==> config.mk <==
export PLATFORM = sky130hd
export DESIGN_NAME = rom_dl_sequencer
export DESIGN_NICKNAME = d
export VERILOG_FILES = /design/src/rtl/rom_dl_sequencer.sv
export SDC_FILE = /design/constraint.sdc
export NUM_CORES = 1
export LEC_CHECK = 0
export CORE_MARGIN = 4
export CORE_UTILIZATION = 40
export DETAILED_ROUTE_END_ITERATION = 6
export GPL_ROUTABILITY_DRIVEN = 0
export GPL_TIMING_DRIVEN = 0
export PLACE_DENSITY = 0.71
export SLEW_MARGIN = 40
export SYNTH_ARGS = -nofsm -noshare
export SYNTH_HDL_FRONTEND = slang
export SYNTH_SLANG_ARGS = --single-unit
export TNS_END_PERCENT = 100
==> constraint.sdc <==
create_clock -name clk_sys -period 3.9 [get_ports clk_sys]
set_clock_uncertainty 0.15 [all_clocks]
set_input_delay 0.39 -clock clk_sys [delete_from_list [all_inputs] [get_ports clk_sys]]
set_output_delay 0.39 -clock clk_sys [all_outputs]
set_load 0.005 [all_outputs]
==> src/rtl/rom_dl_sequencer.sv <==
`default_nettype none
// ============================================================================
// Module   : rom_dl_sequencer
// Purpose  : Buffers index-0 ioctl ROM bytes, replays them as paced dn_wr
//            writes and holds the core in reset until the load has settled.
//            Optional macro: ROM_CHECKSUM_EN (adds rom_sum / EXPECTED_SUM).
// Revision : 1.0 - initial release
// ============================================================================
module rom_dl_sequencer #(
    parameter int          FIFO_AW      = 3,
    parameter int          WR_SPACING   = 4,
    parameter int          RESET_HOLD   = 16,
    parameter logic [16:0] EXPECTED_LEN = 17'd40960
`ifdef ROM_CHECKSUM_EN
    ,
    parameter logic [15:0] EXPECTED_SUM = 16'h0000
`endif
) (
    input  logic        clk_sys,
    input  logic        reset_n,
    input  logic        ioctl_download,
    input  logic [7:0]  ioctl_index,
    input  logic        ioctl_wr,
    input  logic [24:0] ioctl_addr,
    input  logic [7:0]  ioctl_dout,
    output logic [15:0] dn_addr,
    output logic [7:0]  dn_data,
    output logic        dn_wr,
    output logic        core_reset,
    output logic        dl_busy,
    output logic        dl_done,
    output logic        dl_error,
    output logic [16:0] byte_count
`ifdef ROM_CHECKSUM_EN
    ,
    output logic [15:0] rom_sum
`endif
);

    localparam int c_DEPTH  = 1 << FIFO_AW;
    localparam int c_SP_W   = (WR_SPACING > 1) ? $clog2(WR_SPACING) : 1;
    localparam int c_HOLD_W = (RESET_HOLD > 1) ? $clog2(RESET_HOLD) : 1;
    localparam logic [c_SP_W-1:0]   c_SP_RELOAD   = c_SP_W'(WR_SPACING - 1);
    localparam logic [c_HOLD_W-1:0] c_HOLD_RELOAD = c_HOLD_W'(RESET_HOLD - 1);

    typedef enum logic [1:0] {
        ST_IDLE  = 2'd0,
        ST_LOAD  = 2'd1,
        ST_DRAIN = 2'd2,
        ST_HOLD  = 2'd3
    } state_t;

    state_t              r_state;
    logic [23:0]         r_fifo_mem [0:c_DEPTH-1];
    logic [FIFO_AW:0]    r_wr_ptr;
    logic [FIFO_AW:0]    r_rd_ptr;
    logic [c_SP_W-1:0]   r_sp_cnt;
    logic [c_HOLD_W-1:0] r_hold_cnt;
    logic                r_trig_q;
    logic                r_range_err;
    logic                r_ovf_err;

    logic        w_trig;
    logic        w_restart;
    logic        w_empty;
    logic        w_full;
    logic        w_accept;
    logic        w_in_range;
    logic        w_push;
    logic        w_pop;
    logic        w_done_ok;
    logic [23:0] w_head;

    assign w_trig     = ioctl_download & (ioctl_index == 8'd0);
    // A fresh index-0 download outside LOAD (re)starts the load, aborting any drain/hold.
    assign w_restart  = w_trig & ~r_trig_q & (r_state != ST_LOAD);
    assign w_empty    = (r_wr_ptr == r_rd_ptr);
    assign w_full     = (r_wr_ptr[FIFO_AW] != r_rd_ptr[FIFO_AW]) &&
                        (r_wr_ptr[FIFO_AW-1:0] == r_rd_ptr[FIFO_AW-1:0]);
    assign w_accept   = (r_state == ST_LOAD) & w_trig & ioctl_wr;
    assign w_in_range = (ioctl_addr[24:16] == 9'd0);
    assign w_push     = w_accept & w_in_range & ~w_full;
    assign w_pop      = ((r_state == ST_LOAD) || (r_state == ST_DRAIN)) &&
                        !w_empty && (r_sp_cnt == '0) && !w_restart;
    assign w_head     = r_fifo_mem[r_rd_ptr[FIFO_AW-1:0]];

`ifdef ROM_CHECKSUM_EN
    logic [15:0] r_rom_sum;
    assign rom_sum   = r_rom_sum;
    assign w_done_ok = (byte_count == EXPECTED_LEN) && !r_range_err && !r_ovf_err &&
                       (r_rom_sum == EXPECTED_SUM);
`else
    assign w_done_ok = (byte_count == EXPECTED_LEN) && !r_range_err && !r_ovf_err;
`endif

    always_ff @(posedge clk_sys) begin
        if (w_push) begin
            r_fifo_mem[r_wr_ptr[FIFO_AW-1:0]] <= {ioctl_addr[15:0], ioctl_dout};
        end
    end

    always_ff @(posedge clk_sys or negedge reset_n) begin
        if (!reset_n) begin
            r_state     <= ST_IDLE;
            r_wr_ptr    <= '0;
            r_rd_ptr    <= '0;
            r_sp_cnt    <= '0;
            r_hold_cnt  <= '0;
            r_trig_q    <= 1'b0;
            r_range_err <= 1'b0;
            r_ovf_err   <= 1'b0;
            dn_addr     <= 16'd0;
            dn_data     <= 8'd0;
            dn_wr       <= 1'b0;
            core_reset  <= 1'b1;
            dl_busy     <= 1'b0;
            dl_done     <= 1'b0;
            dl_error    <= 1'b0;
            byte_count  <= 17'd0;
`ifdef ROM_CHECKSUM_EN
            r_rom_sum   <= 16'd0;
`endif
        end else begin
            r_trig_q <= w_trig;
            dn_wr    <= 1'b0;
            if (r_sp_cnt != '0) begin
                r_sp_cnt <= r_sp_cnt - 1'b1;
            end

            if (w_restart) begin
                r_state     <= ST_LOAD;
                r_wr_ptr    <= '0;
                r_rd_ptr    <= '0;
                r_range_err <= 1'b0;
                r_ovf_err   <= 1'b0;
                core_reset  <= 1'b1;
                dl_busy     <= 1'b1;
                dl_done     <= 1'b0;
                dl_error    <= 1'b0;
                byte_count  <= 17'd0;
`ifdef ROM_CHECKSUM_EN
                r_rom_sum   <= 16'd0;
`endif
            end else begin
                if (w_push) begin
                    r_wr_ptr <= r_wr_ptr + 1'b1;
                    if (byte_count != 17'h1FFFF) begin
                        byte_count <= byte_count + 17'd1;
                    end
                end
                if (w_accept && !w_in_range) begin
                    r_range_err <= 1'b1;
                end
                if (w_accept && w_in_range && w_full) begin
                    r_ovf_err <= 1'b1;
                end

                if (w_pop) begin
                    dn_addr  <= w_head[23:8];
                    dn_data  <= w_head[7:0];
                    dn_wr    <= 1'b1;
                    r_rd_ptr <= r_rd_ptr + 1'b1;
                    r_sp_cnt <= c_SP_RELOAD;
`ifdef ROM_CHECKSUM_EN
                    r_rom_sum <= r_rom_sum + {8'd0, w_head[7:0]};
`endif
                end

                case (r_state)
                    ST_LOAD: begin
                        if (!ioctl_download) begin
                            r_state <= ST_DRAIN;
                        end
                    end
                    ST_DRAIN: begin
                        if (w_empty && (r_sp_cnt == '0)) begin
                            r_state    <= ST_HOLD;
                            r_hold_cnt <= c_HOLD_RELOAD;
                        end
                    end
                    ST_HOLD: begin
                        if (r_hold_cnt == '0) begin
                            r_state    <= ST_IDLE;
                            dl_busy    <= 1'b0;
                            core_reset <= 1'b0;
                            dl_done    <= w_done_ok;
                            dl_error   <= !w_done_ok;
                        end else begin
                            r_hold_cnt <= r_hold_cnt - 1'b1;
                        end
                    end
                    default: ;
                endcase
            end
        end
    end

endmodule
`default_nettype wire

Word-level counts from Yosys, hierarchy flattened
Memories as Yosys holds them, arrays and structs flattened. A register that Yosys moved wholly into a read port is not among the register bits.
Index checks and enable logic that the tools add are counted.
{"block": "totals", "input_bits": 45, "wordCells": 116, "memories": 1, "out_inout_bits": 46, "ff_bits": 41, "mem_bits_rw": 192}
{"block": "classes", "muxes": 35, "n_reduce_logical": 37, "n_bitwise": 10, "n_eq_ne": 14, "add_sub_neg": 5}
{"name": "r_fifo_mem", "depth": 8, "word_bits": 24, "read_ports": 1, "rd_clocked_by_memory_dff": 1, "wr": 1, "line_no": "54", "text": "logic [23:0] r_fifo_mem [0:c_DEPTH-1];"}
{"cell": "$mux W17", "n": 3}
{"cell": "$mux W4", "n": 6}
{"cell": "$reduce_bool A2 Y1", "n": 9}
{"cell": "$add A17 B1 Y17 const B", "n": 1}
{"cell": "$eq A17 B16 Y1 const B", "n": 1}
{"cell": "$mux W1", "n": 17}
{"cell": "$ne A17 B17 Y1 const B", "n": 1}
{"cell": "$mux W2", "n": 7}
{"cell": "$logic_and A1 B1 Y1", "n": 10}
{"cell": "$logic_not A9 Y1", "n": 1}
{"cell": "$add A4 B1 Y4 const B", "n": 2}
{"cell": "$logic_not A8 Y1", "n": 1}
{"cell": "$pmux W4 S2", "n": 1}
{"cell": "$reduce_and A4 Y1", "n": 2}
{"cell": "$and A1 B1 Y1", "n": 7}
{"cell": "$logic_not A1 Y1", "n": 7}
{"cell": "$ne A3 B3 Y1 const B", "n": 2}
{"cell": "$pmux W2 S3", "n": 1}
{"cell": "$reduce_and A2 Y1", "n": 3}
{"cell": "$eq A2 B2 Y1 const B", "n": 2}
{"cell": "$eq A4 B4 Y1", "n": 1}
{"cell": "$logic_not A4 Y1", "n": 1}
{"cell": "$ne A2 B1 Y1 const B", "n": 2}
{"cell": "$reduce_bool A4 Y1", "n": 1}
{"cell": "other kinds (10)", "n": 12}

Depth between registers and ports, before layout
Gate-level depths: netlist of the first run.
{"block": "depth", "word_depth": 8, "ltp_mapped": 11, "mapped_depth_nobuf": 9}

Worst setup path after synthesis of the first run
No wires, ideal clock.
{"block": "synth_path", "kind": "register to register", "startpoint": "register r_state[1]", "endpoint": "memory r_fifo_mem[7][0] (enable)", "t_required_ns": 3.278, "arrival_ns": 3.590, "slack_ns": -0.312, "synth_period_minus_slack_ns": 4.212, "stages_incl_launch_ff": 6, "setup_ns": 0.472, "path_buffers": 0, "cell_sequence": "dfrtp_1 -> inv_1 -> ha_1 -> nor4bb_1 -> nand4_1 -> nor4_1"}
{"block": "synth_via", "elab_chain_cells": 7}
{"element": "from (decl)", "line_no": "53", "text": "state_t r_state;"}
{"element": "from (signal assigned)", "line_no": "104", "text": "r_state <= ST_IDLE;"}
{"element": "from (signal assigned)", "line_no": "131", "text": "r_state <= ST_LOAD;"}
{"element": "from (signal assigned)", "line_no": "172", "text": "r_state <= ST_DRAIN;"}
{"element": "$eq A2 B1 Y1", "line_no": "80", "text": "assign w_accept = (r_state == ST_LOAD) & w_trig & ioctl_wr;"}
{"element": "$and A1 B1 Y1 (2 in a row)", "line_no": "80"}
{"element": "$and A1 B1 Y1 (2 in a row)", "line_no": "82", "text": "assign w_push = w_accept & w_in_range & ~w_full;"}
{"element": "$mux W1", "line_no": "97", "text": "if (w_push) begin"}
{"element": "$mux W1 (implied by the code)", "line_no": "98", "text": "r_fifo_mem[r_wr_ptr[FIFO_AW-1:0]] <= {ioctl_addr[15:0], ioctl_dout};"}
{"element": "to (decl)", "line_no": "54"}
Every way passes these cells.

Final worst setup path of the first run
{"block": "layout_path", "startpoint": "register r_state[1]", "endpoint": "memory r_fifo_mem[2][6] (enable)"}
Same word-level chain as after synthesis.

==> results of run 1 <==
[sequential cells by signal, indices dropped and copies added, names as in the netlist]
register,cells
byte_count,17
core_reset,1
dl_busy,1
dl_done,1
dl_error,1
dn_addr,16
dn_data,8
dn_wr,1
r_fifo_mem,192
r_hold_cnt,4
r_ovf_err,1
r_range_err,1
r_rd_ptr,4
r_sp_cnt,2
r_state,2
r_trig_q,1
r_wr_ptr,4
[kinds of logic after synthesis]
kind of cell	count (synthesis)	synth area share (%)
flip-flops	257	69.7
AND/OR/NAND/NOR	134	7.48
multiplexers	102	16.5
AO/OA/AOI/OAI	47	2.63
buffers and inverters	35	1.69
XOR/XNOR	9	0.956
adder cells (fa/ha/maj)	9	1.06
[cell usage after synthesis (all sizes together), types with 2 or more instances]
master / number
edfxtp: 192
dfrtp: 64
mux2: 50
mux4: 48
nand2: 28
nand3: 19
nor2: 19
a21oi: 18
buf: 14
clkbuf: 13
o21ai: 13
or3: 10
ha: 9
inv: 8
nor3: 6
nor3b: 6
nor4: 6
nor4b: 6
or4: 6
and3: 5
nand4: 5
o31ai: 5
xor2: 5
mux2i: 4
nand2b: 4
xnor2: 4
nor2b: 3
a21boi: 2
a31oi: 2
and2: 2
and4: 2
nor4bb: 2
o31a: 2
or2: 2
or4b: 2
[worst min path at each step]
| stage | from | end | slack, ns | cells past startpoint |
|---|---|---|---|---|
| 6_report | reset_n | dn_wr | 0.19 | 2 |
| 2_1_floorplan | reset_n | byte_count[0] | -0.06 | 0 |
| 5_1_grt | reset_n | dn_addr[3] | 0.22 | 2 |
| 3_3_place_gp | core_reset | core_reset | 0.30 | 2 |
| 4_1_cts | reset_n | dn_wr | 0.19 | 2 |
| 3_5_place_dp | reset_n | dn_wr | 0.17 | 1 |
[power groups by stage]
stage          sequential, mW  clock (mW)  combinational, mW
2_1_floorplan            3.30           0               1.64
5_1_grt                  3.28        2.84               2.57
4_1_cts                  3.26        2.70               2.43
3_5_place_dp             3.31           0               2.40
6_report                 3.26        2.65               2.38
3_3_place_gp             3.31           0               2.37
[layout make-up]
cell class | instances | share of cell area, %
inverter | 8 | 0.229
timing repair buffer | 116 | 8.48
tap | 335 | 3.19
sequential | 257 | 56.3
clock buffer | 32 | 5.29
clock inverter | 18 | 1.74
multi-input combinational | 301 | 23.7
buffer | 27 | 1.13
[layer usage]
layer  track usage (%)  part of all wire (%)  vias to the layer above
li1                  -                     -                     2640
met1              21.3                    44                     3036
met2              25.7                    49                      179
met3              2.91                   5.6                       33
met4              2.45                   1.5                        0
met5                 0                     0                        -
[metrics by stage]
stage	total power [mW]	utilization, %	hold slack [ns]	setup slack [ns]	TNS [ns]
4_1_cts	8.39	50.4	0.190	0.100	0
3_5_place_dp	5.72	46.8	0.172	-0.183	-4.90
2_1_floorplan	4.94	-	-0.0556	-0.0989	-4.42
5_1_grt	8.70	50.4	0.216	0.00122	0
6_report	8.29	50.4	0.186	0.272	0
3_3_place_gp	5.68	45.8	0.298	-2.45	-342.86
[what timing repair did]
item / in CTS / in global routing
gates resized for setup: 0 / 1
setup endpoints to repair: 0 / 52
endpoints found under the hold margin: 65 / 0
hold buffers: 1 / 0
==> metrics.yaml, run 1 <==
slowest_stage: "sky130_fd_sc_hd__nor3b_4"
layout.cells.most_common: "sky130_fd_sc_hd__edfxtp_1"
worst_slew_pin_slew_ns: 0.816
syn-mean-instance-area_sq_um: 17.9
regArea_sq_um: 7390
p_int_mw: 6.13
cpLargestDelayFamily: "simple AND/OR/NAND/NOR gates"
r2r.worst_path.cells: 9
drive_above_1_share_pct: 27.0
floorplan.die_area_sq_um: 29200
drv_slew: 0
seq_power_share_pct: 39.3
wl_um: 22100
most-common-layout-cells: "sky130_fd_sc_hd__edfxtp_1, sky130_fd_sc_hd__clkdlybuf4s50_1, sky130_fd_sc_hd__dfrtp_1"
result_of_the_run: "finished, final reports clean"
reg2reg_from: "r_state[1]"
setup.reg_to_reg.worst_slack_ns: 0.27
floorplan.io_pins: 91
cp-end-kind: "register"
power.static_leakage_nw: 4.64
power.density_cell_area_nw_per_um2: 631
grt_first_pass_wirelength_um: 35000
crit_path_max_fanout: 10
synth_cells: 593
die_width_um: 171
drt_first_pass_iters: 5
cp.buffers_inverters: 3
share_of_total_power_in_combinational_logic_pct: 28.7
antennaDiodeCount: 0
post_synth_instance_area_sq_um: 10600
critical_path_required_ns: 3.98
post-route-min-period_ns: 3.63
grt_start_max_net_pins: 35
final-setup-viol-count: 0
synth-warning-count: 0
synth_cell_type_count: 52
timing.critical_path.from: "r_state[1]"
synth_largest_area_cell: "sky130_fd_sc_hd__edfxtp_1"
clock_network_power_share_pct: 32.0
synth.yosys.seq_area_share_pct: 69.7
peak_per_stage_delay_on_the_critical_path_ns: 0.59
layout-area-overhead-vs-synth_pct: 23.9
design.final.nets: 792
initial_utilization_pct: 40.7
antenna_found_initial: 0
drtIter0Drc: 491
worstSetupPathDepth: 9
hold_violations: 0
fraction_of_registers_with_async_set_or_reset_after_synthesis_pct: 25.3
critical_path_launch_point_type: "register"
final_cell_area_sq_um: 13100
post_synth_net_total: 647
dominantRegCellSynth: "sky130_fd_sc_hd__edfxtp_1"
rsz0062_at_grt: "no"
post_drt_via_cell_ratio: 5.38
clock_tree.buffer_depth: 3
rr_endpoint: "r_fifo_mem[2][6]"
capturing_instance_or_port_of_the_critical_path: "r_fifo_mem[2][6]"
filler_cell_count: 2130
multi_input_comb_area_sq_um: 3110
synth_edf_count: 192
core_box_area_sq_um: 26100
clk_pin_slew_ns: 0.06
min-delay-path-class: "in -> async"
die_y_um: 171
cts_setup_buffers: 0
vdd_ir_drop_max_uv: 380
cts.sinks: 257
max_freq_mhz: 276
dp.final_hpwl_um: 14900
synth_seq_cells: 257
switchingPower_mw: 2.16
route.vias.total: 5888
fp-row-count: 59
dpl-instance-area_sq_um: 12200
globalRouteTotalUtil_pct: 15.3
via_count_of_the_first_global_routing_pass: 6099
h_tree_depth: 1
yosys-top-cells-area: "sky130_fd_sc_hd__edfxtp_1, sky130_fd_sc_hd__dfrtp_1, sky130_fd_sc_hd__mux4_2, sky130_fd_sc_hd__mux2_2, sky130_fd_sc_hd__mux2_4"
dpl.cell_count: 1043
critical_path_class: "reg -> reg"
arrival_ns: 3.71
wl_per_cell_um: 20.2
max_slew_margin_pct: 45.6
drcViolationCount: 0
synthDominantCellAreaShare_pct: 54.4
switching_share_pct: 26.1
period_share_pct: 93.0
buffer_ports.inserted: 90
antenna_left: 0
tritoncts.num_buffers: 27
drv.max_cap_violation_count: 0
finalNonFillerCells: 1094
worstPathCellList: "inv_1 -> ha_1 -> nor4bb_1 -> nand4_1 -> nor3_2 -> nand2b_1 -> nor3b_4 -> buf_8 -> buf_4"
tritoncts: "yes"
overflow: 0
cts_root_buffer: "sky130_fd_sc_hd__clkbuf_16"
clk_latency_worst_skew_pair_ns: 0.53
(Power assumes the default switching activity.)
==> inputs of run 2 (changes only) <==
Settings changed: SETUP_SLACK_MARGIN from default to 0.4, SLEW_MARGIN 40 to default.
==> run 2 against run 1 <==
Effect of this change:
- critical path depth is 2 higher
- highest routed layer is now met5
- critical path type unchanged
- clock power is 3% higher
- via count hardly changed
- core utilization is 0.55 points higher
==> metrics.yaml, run 2 (synthesized netlist as in run 1, its figures left out) <==
result_of_the_run: "finished, final reports clean"
drive_above_1_share_pct: 27.3
cts_root_buffer: "sky130_fd_sc_hd__clkbuf_16"
min-delay-path-class: "in -> async"
share_of_total_power_in_combinational_logic_pct: 28.3
h_tree_depth: 1
power.total_mw: 8.37
reg2reg_from: "byte_count[0]"
critical_path_class: "reg -> reg"
critical_path_required_ns: 4.15
drt_first_pass_iters: 5
wl_per_cell_um: 20.3
antenna_left: 0
floorplan.io_pins: 91
dp.final_hpwl_um: 14700
drcViolationCount: 0
vdd_ir_drop_max_uv: 460
clock_tree.buffer_depth: 3
drv_slew: 0
globalRouteTotalUtil_pct: 15.5
seq_power_share_pct: 39.0
power.density_cell_area_nw_per_um2: 630
worst_slew_pin_slew_ns: 0.806
via_count_of_the_first_global_routing_pass: 6053
critical_path_launch_point_type: "register"
max_freq_mhz: 327
buffer_ports.inserted: 90
setup.reg_to_reg.worst_slack_ns: 0.84
switchingPower_mw: 2.18
clk_latency_worst_skew_pair_ns: 0.54
drv.max_cap_violation_count: 0
largest_register_ff_count: 192
post-route-min-period_ns: 3.06
most-common-layout-cells: "sky130_fd_sc_hd__edfxtp_1, sky130_fd_sc_hd__clkdlybuf4s50_1, sky130_fd_sc_hd__dfrtp_1"
layout.core_utilization_pct: 51.0
antenna_found_initial: 2
post_drt_via_cell_ratio: 5.37
wl_um: 22300
die_y_um: 171
grt_first_pass_wirelength_um: 34900
period_share_pct: 78.4
layout-area-overhead-vs-synth_pct: 25.2
max_slew_margin_pct: 46.3
fp-row-count: 59
power.static_leakage_nw: 4.65
final-setup-viol-count: 0
overflow: 0
design.final.nets: 792
arrival_ns: 3.31
cp-end-kind: "register"
clk_pin_slew_ns: 0.06
layout.cells.most_common: "sky130_fd_sc_hd__edfxtp_1"
die_width_um: 171
pre_cts_ws_ns: -0.389
cts.sinks: 257
worst_slack_ns: 0.844
route.vias.total: 5884
rsz0062_at_grt: "no"
p_int_mw: 6.18
final_total_negative_setup_slack_ns: 0
core_box_area_sq_um: 26100
floorplan.die_area_sq_um: 29200
hold_violations: 0
initial_utilization_pct: 40.7
dpl-instance-area_sq_um: 12200
grt_start_max_net_pins: 60
clock_network_power_share_pct: 32.6
tritoncts: "yes"
final_cell_area_sq_um: 13300
crit_path_max_fanout: 10
drtIter0Drc: 476
switching_share_pct: 26.1
tritoncts.num_buffers: 27
timing.critical_path.from: "byte_count[0]"
run 2: final cells by class:
| cell class | instances | area (sq um) |
|---|---|---|
| diodes | 1 | 2.50 |
| plain buffers | 27 | 149 |
| well taps | 335 | 419 |
| multi-input cells | 302 | 3140 |
| repair buffers | 115 | 1190 |
| inverters | 8 | 30.0 |
| clock inverters | 22 | 272 |
| fillers | 2104 | 12800 |
| clock buffers | 28 | 679 |
| flip-flops and latches | 257 | 7390 |
run 2: per-stage QoR:
step	hold WS (ns)	instances
6_report	0.0759	1095
5_1_grt	0.0720	1095
4_1_cts	0.0642	1091
3_5_place_dp	0.0873	1036
3_3_place_gp	0.298	1018
2_1_floorplan	-0.0556	593
run 2: worst paths after layout:
kind / to / depth (start not counted)
max: byte_count[7] / 11
min: dn_addr[5] / 2
max reg2reg: byte_count[7] / 11
min reg2reg: core_reset / 2
max in group asynchronous: core_reset / 3
min in group clk_sys: core_reset / 2
run 2: power groups by stage:
stage	Sequential [mW]	Combinational [mW]	Clock, mW
3_3_place_gp	3.31	2.37	0
3_5_place_dp	3.31	2.40	0
2_1_floorplan	3.30	1.64	0
5_1_grt	3.29	2.56	2.90
6_report	3.27	2.37	2.73
4_1_cts	3.26	2.42	2.78
run 2: what timing repair did:
action	4_1_cts	5_1_grt
pin swaps	3	1
gates cloned	1	0
setup buffers	3	3
endpoints found under the setup margin	115	90
gates resized for setup	3	4
endpoints found under the hold margin	64	0
hold buffers	1	0
run 2: routing by layer:
metal / global-route usage [%] / vias up / share of wire, %
met5: 0 / - / 0.090
met4: 3.89 / 2 / 1.9
met3: 2.84 / 29 / 5.5
met2: 25.5 / 167 / 49
met1: 21.5 / 3035 / 43
li1: - / 2651 / -
run 2: worst max-delay path, stage by stage (launching register included):
cell                       delay [ns]
sky130_fd_sc_hd__dfrtp_1         0.48
sky130_fd_sc_hd__ha_1            0.29
sky130_fd_sc_hd__nand2_1         0.11
sky130_fd_sc_hd__or2_2           0.15
sky130_fd_sc_hd__nor2_1          0.05
sky130_fd_sc_hd__and3_1          0.18
sky130_fd_sc_hd__ha_1            0.24
sky130_fd_sc_hd__or4_4           0.57
sky130_fd_sc_hd__buf_6           0.16
sky130_fd_sc_hd__clkbuf_1        0.23
sky130_fd_sc_hd__o21ai_0         0.23
sky130_fd_sc_hd__a21oi_1         0.08
==> inputs of run 3 (changes only) <==
Clock period 3.9 ns to 2.7 ns, I/O delays scaled along.
==> run 3 against run 2 <==
Effect of this change:
- sequential share of layout area is 4.7 points lower
- fmax rose by 21%
- largest cell class unchanged
- cell area rose by 9.3%
- clock power grew 40%
- largest power group unchanged
- count of clock-buffer cells in the layout grew 9
- register-to-register slack worse by 0.66 ns
- die area unchanged
- power increased by 51%
- combinational power increased by 72%
==> metrics.yaml, run 3 (synthesized netlist as in run 1, its figures left out) <==
worst_slew_pin_slew_ns: 0.791
critical_path_required_ns: 3.01
arrival_ns: 2.83
most-common-layout-cells: "sky130_fd_sc_hd__edfxtp_1, sky130_fd_sc_hd__clkdlybuf4s50_1, sky130_fd_sc_hd__dfrtp_1"
drtIter0Drc: 509
max_slew_margin_pct: 47.3
share_of_total_power_in_combinational_logic_pct: 32.4
layout.core_utilization_pct: 55.7
clk_latency_worst_skew_pair_ns: 0.54
die_width_um: 171
multi_input_comb_area_sq_um: 3390
cts_root_buffer: "sky130_fd_sc_hd__clkbuf_16"
switchingPower_mw: 3.35
hold_violations: 0
post-route-min-period_ns: 2.52
tritoncts: "yes"
clock_tree.buffer_depth: 3
setup.reg_to_reg.worst_slack_ns: 0.18
filler_cell_count: 1927
via_count_of_the_first_global_routing_pass: 6347
dpl.cell_count: 1029
core_box_area_sq_um: 26100
critical_path_launch_point_type: "register"
post_drt_via_cell_ratio: 5.41
power.static_leakage_nw: 5.14
cts.sinks: 257
worst_slack_ns: 0.181
vdd_ir_drop_max_uv: 678
power.density_cell_area_nw_per_um2: 868
pre_cts_ws_ns: -1.08
clock_network_power_share_pct: 30.2
globalRouteTotalUtil_pct: 16.9
rsz0062_at_grt: "yes"
wl_um: 25800
dp.final_hpwl_um: 14300
tritoncts.num_buffers: 26
result_of_the_run: "finished, final reports clean"
p_int_mw: 9.26
seq_power_share_pct: 37.4
drt_first_pass_iters: 5
antenna_found_initial: 0
r2r.worst_path.cells: 10
buffer_ports.inserted: 90
die_y_um: 171
reg2reg_from: "byte_count[0]"
floorplan.io_pins: 91
dpl-instance-area_sq_um: 12300
h_tree_depth: 1
overflow: 0
route.vias.total: 6257
min-delay-path-class: "in -> async"
design.final.nets: 856
clk_pin_slew_ns: 0.06
drv_slew: 0
drcViolationCount: 0
max_freq_mhz: 397
initial_utilization_pct: 40.7
cp-end-kind: "register"
grt_first_pass_wirelength_um: 38100
crit_path_max_fanout: 6
drv.max_cap_violation_count: 0
wl_per_cell_um: 22.3
final_cell_area_sq_um: 14500
fp-row-count: 59
rr_endpoint: "byte_count[11]"
period_share_pct: 93.3
drive_above_1_share_pct: 37.7
finalNonFillerCells: 1157
switching_share_pct: 26.6
antenna_left: 0
final_total_negative_setup_slack_ns: 0
critical_path_class: "reg -> reg"
grt_start_max_net_pins: 60
layout-area-overhead-vs-synth_pct: 36.9
regArea_sq_um: 7400
final-setup-viol-count: 0
layout.cells.most_common: "sky130_fd_sc_hd__edfxtp_1"
floorplan.die_area_sq_um: 29200
antennaDiodeCount: 0
largest_register_ff_count: 192
-- run 3: critical path, stage by stage (launching register included) --
cell	delay, ns
sky130_fd_sc_hd__dfrtp_2	0.42
sky130_fd_sc_hd__ha_4	0.17
sky130_fd_sc_hd__nand2_2	0.07
sky130_fd_sc_hd__or2_4	0.12
sky130_fd_sc_hd__nor2_2	0.03
sky130_fd_sc_hd__and3_4	0.17
sky130_fd_sc_hd__ha_4	0.17
sky130_fd_sc_hd__or4_4	0.54
sky130_fd_sc_hd__buf_6	0.16
sky130_fd_sc_hd__or3_1	0.32
sky130_fd_sc_hd__a21oi_2	0.12
-- run 3: layout make-up --
type / instances / share of cell area [%]
buffer: 27 / 1.78
clock buffer: 37 / 5.11
tap: 335 / 2.89
timing repair buffer: 180 / 14.5
multi-input combinational: 302 / 23.3
clock inverter: 11 / 1.22
inverter: 8 / 0.207
sequential: 257 / 51.0
-- run 3: metal layers --
layer	up-vias	GRT usage, %	wire (um)
met5	-	0	0
met4	0	3.44	539
met3	41	3.77	1790
met2	202	27.9	12700
met1	3234	23.5	10800
li1	2780	-	-
-- run 3: power by group through the flow --
stage	Sequential [mW]	Combinational [mW]	Clock (mW)
2_1_floorplan	4.77	2.41	0
3_3_place_gp	4.78	3.50	0
3_5_place_dp	4.78	3.53	0
4_1_cts	4.71	4.03	3.86
5_1_grt	4.75	4.37	4.05
6_report	4.72	4.08	3.81
-- run 3: worst max-delay path by stage --
stage	startpoint	endpoint	slack, ns	cells past startpoint
6_report	byte_count[0]	byte_count[11]	0.18	10
4_1_cts	byte_count[1]	byte_count[14]	0.15	9
5_1_grt	byte_count[3]	byte_count[11]	0.08	9
3_5_place_dp	ioctl_index[3]	r_fifo_mem[2][23]	-1.08	7
2_1_floorplan	r_state[1]	r_fifo_mem[2][0]	-0.20	7
3_3_place_gp	reset_n	byte_count[1]	-1.73	1
-- run 3: per-stage QoR --
step           power [mW]  hold slack [ns]
6_report             12.6            0.141
5_1_grt              13.2            0.206
4_1_cts              12.6            0.178
3_5_place_dp         8.31          -0.0347
3_3_place_gp         8.27            0.300
2_1_floorplan        7.18           -0.176
-- run 3: repair_timing --
| item | 4_1_cts | 5_1_grt |
|---|---|---|
| setup endpoints to repair | 240 | 242 |
| hold buffers | 2 | 0 |
| endpoints found under the hold margin | 65 | 0 |
| setup buffers | 55 | 10 |
| pin swaps | 21 | 22 |
| gates resized for setup | 66 | 36 |
| gates cloned | 7 | 6 |
